$ cat src/rtl/countdown_ctrl.sv
// countdown_ctrl: prescaled down-counter with pause, abort and optional auto-reload.
// Priority each edge is abort > start > pause > tick.
module countdown_ctrl #(
    parameter int WIDTH    = 4,
    parameter int PRESCALE = 1
) (
    input  logic             clk,
    input  logic             rst,
    input  logic             start,
    input  logic             pause,
    input  logic             abort,
    input  logic             auto_reload,
    input  logic [WIDTH-1:0] load_val,
    output logic [WIDTH-1:0] count,
    output logic             busy,
    output logic             done,
    output logic [1:0]       state
);
    typedef enum logic [1:0] {IDLE = 2'd0, RUN = 2'd1, PAUSE = 2'd2, DONE = 2'd3} state_t;
    localparam logic [7:0] PRE_MAX = 8'(PRESCALE - 1);
    state_t           state_q, state_d;
    logic [WIDTH-1:0] count_q, count_d, reload_q, reload_d;
    logic [7:0]       pre_q, pre_d;
    logic             done_q, done_d;
    always_ff @(posedge clk or posedge rst) begin
        if (rst) begin
            state_q  <= IDLE;
            count_q  <= '0;
            reload_q <= '0;
            pre_q    <= '0;
            done_q   <= 1'b0;
        end else begin
            state_q  <= state_d;
            count_q  <= count_d;
            reload_q <= reload_d;
            pre_q    <= pre_d;
            done_q   <= done_d;
        end
    end
    always_comb begin
        state_d  = state_q;
        count_d  = count_q;
        reload_d = reload_q;
        pre_d    = pre_q;
        done_d   = 1'b0;
        if (abort) begin
            state_d = IDLE;
            count_d = '0;
            pre_d   = '0;
        end else if (start && (state_q == IDLE || state_q == DONE)) begin
            reload_d = load_val;
            count_d  = load_val;
            pre_d    = '0;
            state_d  = (load_val == '0) ? DONE : RUN;
            done_d   = (load_val == '0);
        end else if (state_q == RUN) begin
            if (pause) begin
                state_d = PAUSE;
            end else if (pre_q == PRE_MAX) begin
                pre_d = '0;
                // Terminal tick reloads or parks at zero; a zero count never wraps.
                if (count_q == WIDTH'(1)) begin
                    done_d  = 1'b1;
                    count_d = auto_reload ? reload_q : '0;
                    state_d = auto_reload ? RUN : DONE;
                end else if (count_q != '0) begin
                    count_d = count_q - WIDTH'(1);
                end
            end else begin
                pre_d = pre_q + 8'd1;
            end
        end else if (state_q == PAUSE && !pause) begin
            state_d = RUN;
        end
    end
    assign count = count_q;
    assign state = state_q;
    assign busy  = (state_q == RUN) || (state_q == PAUSE);
    assign done  = done_q;
endmodule

$ cat config.mk
export PLATFORM = sky130hd
export DESIGN_NAME = countdown_ctrl
export DESIGN_NICKNAME = d
export VERILOG_FILES = /design/src/rtl/countdown_ctrl.sv
export SDC_FILE = /design/constraint.sdc
export NUM_CORES = 1
export LEC_CHECK = 0
export ABC_AREA = 0
export CAP_MARGIN = 40
export CORE_MARGIN = 4
export CORE_UTILIZATION = 50
export CTS_BUF_LIST = sky130_fd_sc_hd__clkbuf_4
export DETAILED_ROUTE_END_ITERATION = 16
export PLACE_DENSITY = 0.81
export SYNTH_ARGS = -nofsm -noshare
export SYNTH_HDL_FRONTEND = slang
export SYNTH_SLANG_ARGS = --single-unit
$ cat constraint.sdc
create_clock -name clk -period 3.1 [get_ports clk]
set_input_delay 0.93 -clock clk [delete_from_list [all_inputs] [get_ports clk]]
set_output_delay 0.93 -clock clk [all_outputs]
set_load 0.02 [all_outputs]
# ---- Yosys cells after proc, flatten, opt, wreduce, memory -nomap -nowiden
# Index checks and enable logic that the tools add are counted.
dict set report totals {
  output_inout_bits 8
  word_cells 60
  ram_bits 0
  in_bits 10
  latchBits 0
  memories 0
  romBits 0
  register_bits 19
}
dict set report classes {
  reduce_logical 17
  n_mul 0
  div_mod_pow 0
  shift 0
  n_lt_le_gt_ge 0
  addsub 2
  bitwise 1
  mux 28
  eq_ne 7
}
# op count
set ops {}
lappend ops {{$mux W8} 5}
lappend ops {{$mux W4} 8}
lappend ops {{$mux W2} 9}
lappend ops {{$reduce_bool A4 Y1} 3}
lappend ops {{$ne A5 B4 Y1 const B} 2}
lappend ops {{$add A8 B1 Y8 const B} 1}
lappend ops {{$logic_not A8 Y1} 1}
lappend ops {{$mux W1} 6}
lappend ops {{$reduce_bool A3 Y1} 2}
lappend ops {{$eq A2 B2 Y1 const B} 2}
lappend ops {{$eq A4 B1 Y1 const B} 1}
lappend ops {{$logic_not A4 Y1} 1}
lappend ops {{$reduce_and A2 Y1} 2}
lappend ops {{$reduce_and A4 Y1} 1}
lappend ops {{$sub A4 B1 Y4 const B} 1}
lappend ops {{$ne A3 B1 Y1 const B} 1}
lappend ops {{$reduce_and A3 Y1} 1}
lappend ops {{$eq A2 B1 Y1 const B} 1}
lappend ops {{$logic_and A1 B1 Y1} 2}
lappend ops {{$logic_not A2 Y1} 1}
lappend ops {{$logic_or A1 B1 Y1} 2}
lappend ops {{$logic_not A1 Y1} 1}
lappend ops {{$not A1 Y1} 1}

# ---- Logic depth before layout (Yosys ltp)
dict set report depth {
  word_depth 8
  mapped_depth 6
}

# ---- Least setup slack after synthesis
# Ideal clock, no wire load.
dict set report synth_timing {
  path_kind {input port to flip-flop}
  startpoint {in abort}
  endpoint {reg pre_q[6]}
  n_path_buf 1
  path_slack_ns 1.105
  arrival_time_ns 1.929
  required_ns 3.033
  stages 5
  path_cell_list {buf_6 > a21o_2 > a2111oi_4 > a21o_1 > a22o_1}
}
dict set report synth_between {
  elab_chain_cells 2
  elab_cells_between_ends 4
}
# item line_no
set synth_lines {}
lappend synth_lines {{start: declaration} 11} ;# input logic abort,
lappend synth_lines {{$ne A3 B1 Y1 (no line) / $reduce_bool A3 Y1 (equally long branches)} n/a}
lappend synth_lines {{$reduce_and A2 Y1 (no line)} n/a}
lappend synth_lines {{end signal: assignment} 36} ;# pre_q <= pre_d;
lappend synth_lines {{end: declaration} 23} ;# logic [7:0] pre_q, pre_d;
# Parallel ways exist; a longest one is shown, timed or not.
# A chain may end at the register's enable or synchronous reset.

# ---- Final worst setup path
dict set report layout_timing {
  startpoint {reg state_q[0], in the netlist state[0]}
  endpoint {out busy}
}
dict set report layout_between {
  elab_chain_cells 2
  elab_cells_between_ends 3
}
# item line_no
set layout_lines {}
lappend layout_lines {{start: declaration} 21} ;# state_t state_q, state_d;
lappend layout_lines {{start signal: assignment} 33} ;# state_q <= state_d;
lappend layout_lines {{$eq A2 B1 Y1 / $eq A2 B2 Y1 (equally long branches)} 78} ;# assign busy = (state_q == RUN) || (state_q == PAUSE);
lappend layout_lines {{$logic_or A1 B1 Y1 (*)} 78}
lappend layout_lines {{end: declaration} 15} ;# output logic busy,
# Every way passes the cells marked *; elsewhere a longest branch is shown, timed or not.

==> impl_results.md <==
- Wire per inst: 14.8 µm
- P_int: between 0.4 and 0.5 mW
- Peak supply drop: 0.391 mV
- FILL cells: slightly below 200
- NumNets Final: about 160
- CTS resizes: 0
- Clock Skews: ~3.5 ps
- Sequential Power Share: 45.3%
- Largest stage delay on the critical path: 590 ps
- Normalized max-slew margin: 51.9%
- GRT overflow: 0
- GRT Total Usage: between 15 and 20%
- Maximum clock path buffer count: 2
- Synth Area in Simple Gates: 22.1%
- Ys async rst share: 100%
- Largest net degree at the start of global routing: 20
- Synthesis-stage register bit count: 19
- Worst-Margin Slew: 720 ps
- Worst Hold Class: flip-flop to flip-flop
- Worst-Skew Late Latency: 300 ps
- Avg Inst Size Synth: 10.3 µm²
- DIE AREA: 3280 µm²
- Synth Area in Adders: 7.22%
- WL final: 2450 µm
- Post-CTS Repair Setup Buffers: 0
- ANT nets after route: 0
- Largest family of logic cells by synthesized area: simple AND/OR/NAND/NOR gates
- CTS clk-pin slew, worst paths: 110 ps
- Synth warn: 0
- Effective utilization at floorplan: 53.8%
- Hold Violations, Final: 0
- Part of the power in the clock network: 19.7%
- Switching pwr: roughly 0.23 mW
- Synth top area cells: dfrtp_1, ha_1, mux2_2
- Via density: slightly below 6
- CTS HTree Levels: 1
- Fin crit share: 88.3%
- Crit Path Max Fanout: 5
- Initial antenna violation count: 0
- Slowest CP cell: clkdlybuf4s50_1
- EDFF count, synth: 0
- Global-route wire length before repair: ~4200 µm
- Pins Over Slew Limit: 0
- Chip width: roughly 57 µm
- FP Rows: 17
- Final core utilization: 63.8%
- Yosys cell types: 41
- Drt drc: 0
- Multi-input logic area: 693 µm²
- DRT Pass-1 Iters: 4
- DRT iter0 DRCs: 17
- Crit path top cell by count: inv_1
- Status: finished, final reports clean
- Synth area leader: dfrtp_1
- CTS tree: built
- Placeable core area: 2250 µm²
- # IOs: 18
- Detail Placement HPWL: 1900 µm
- Via count: 982
- Syn_nets: 135
- I/O Buffers: 17
- Clk sinks: 19
- Share of layout cells above drive strength 1: 12.3%
- Comb pwr share: a little over a third
- Worst Setup End Kind: output port
- Fin Setup TNS: 0 ps
- Cts bufs inserted: 3
- Finish-stage setup viols: 0
- Area grow syn2layout: 18.5%
- Sw Share: approximately 34%
- RSZ-0062 raised after global routing: no
- Worst path required time: approximately 2200 ps
- Post-synthesis mux area share: 6.39%
- Critical path arrival: 1810 ps
- XOR/XNOR share of the synthesized area: 2.16%
- Crit-path cells: inv_1, ha_1, inv_1, clkdlybuf4s50_1
- CTS Hold Bufs: 0
- Kind of critical path: flip-flop to output port
- Sequential Area: 475 µm²
- GPL Wtd Cong: between 0.7 and 0.8
- Post-synth top flop: dfrtp_1
- Vias in the first global route: 948
- Max Freq: 365 MHz
- Tmin final: roughly 2700 ps
- Die Ht: 57.3 µm
- Post-Syn Instances: around 120
- Register area share after synthesis: 39.2%
- Inserted Diodes: 0
- Leak pwr: ~0.63 nW
- Root Driver: clkbuf_4
- Post-synthesis compound-gate area fraction: 19.3%
- Max-cap violations: 0
- Synth Cell Area: 1210 µm²
- Pwr/cell area: 479 nW/µm²
- Post-synth top area share: 39.2%
- CP Launch Type: flip-flop
[logic make-up after synthesis]
family / count (synthesis)
xor gates and xnor gates: 3
muxes: 7
buffers and inverters: 10
AOI/OAI and AO/OA: 32
DFF: 19
and+or+nand+nor: 40
adders and majority gates: 7
[state kept, by name (all words and copies together), names as in the netlist]
name      flops
reload_q      4
pre_q         8
state         2
done          1
count         4
[worst max-delay path, delay by kind of cell, from the launching register on]
family                     cells  cell delay (ps)
buffers and inverters          3              720
DFF                            1              430
adders and majority gates      1              350
[stage by stage]
step | power, mW | area [µm²] | hold WS [ps] | std cells | setup slack (ps)
2_1_floorplan | 0.471 | 1210 | 474 | 118 | 1100
3_3_place_gp | 0.548 | 1410 | 493 | 162 | 574
3_5_place_dp | 0.556 | 1410 | 505 | 162 | 522
4_1_cts | 0.695 | 1440 | 530 | 166 | 341
5_1_grt | 0.734 | 1440 | 547 | 166 | 265
6_report | 0.689 | 1440 | 531 | 166 | 362
[layer usage]
metal  GRT usage, %  share of wire, %
met3           2.49               4.3
met1           21.6                46
met5              0                 0
met2           26.1                48
met4           9.60               2.3
[layout make-up]
| cell class | instances | share of cell area [%] |
|---|---|---|
| Timing Repair Buffer | 17 | 11.8 |
| Clock buffer | 4 | 2.09 |
| Sequential cell | 19 | 33.1 |
| Tap cell | 28 | 2.44 |
| Multi-Input combinational cell | 89 | 48.2 |
| Inverter | 9 | 2.35 |
[final timing paths]
| kind | from | end | slack (ps) | cells after the start |
|---|---|---|---|---|
| worst min-delay path | reload_q[1] | reload_q[1] | 530 | 1 |
| worst max-delay path | state[0] | busy | 360 | 4 |
| worst max register to register | count[1] | state[1] | 1080 | 6 |
| worst min register to register | reload_q[1] | reload_q[1] | 530 | 1 |
| max in group asynchronous | rst | count[1] | 1610 | 2 |
| min in group asynchronous | rst | pre_q[3] | 1030 | 2 |
[cells in the final DEF (no fill, tap or decap), types with 2 or more instances in the layout]
master / synthesis / routed
o21ai_1: 4 / 4
a21oi_1: 6 / 6
nor2_1: 10 / 10
a31oi_1: 4 / 4
a32oi_1: 4 / 4
ha_1: 7 / 7
and3_1: 2 / 2
o21ai_0: 3 / 3
nand2_1: 5 / 5
inv_1: 9 / 9
a22o_1: 2 / 2
mux2_2: 5 / 5
xor2_1: 3 / 3
clkdlybuf4s50_1: 0 / 17
o2111ai_1: 2 / 2
nand3_1: 6 / 6
nand2b_1: 2 / 2
dfrtp_1: 19 / 19
clkbuf_4: 0 / 4
a21o_1: 2 / 2
[power by group through the flow]
stage               clock (mW)  combinational (mW)  sequential [mW]
floorplan                    0               0.148            0.324
global placement             0               0.235            0.313
detailed placement           0               0.241            0.316
CTS                      0.142               0.242            0.311
global route             0.153               0.264            0.317
finish                   0.135               0.241            0.312
[synth_stat cells (2+ instances only)]
cell and count:
dfrtp_1 19, xor2_1 3, nor2_1 10, a21oi_1 6, and3_1 2, a21o_1 2, ha_1 7, nand2_1 5
mux2_2 5, o2111ai_1 2, nand2b_1 2, a31oi_1 4, o21ai_1 4, a22o_1 2, nand3_1 6, inv_1 9
a32oi_1 4, o21ai_0 3
Note: power is estimated with default switching activity, not from simulation.
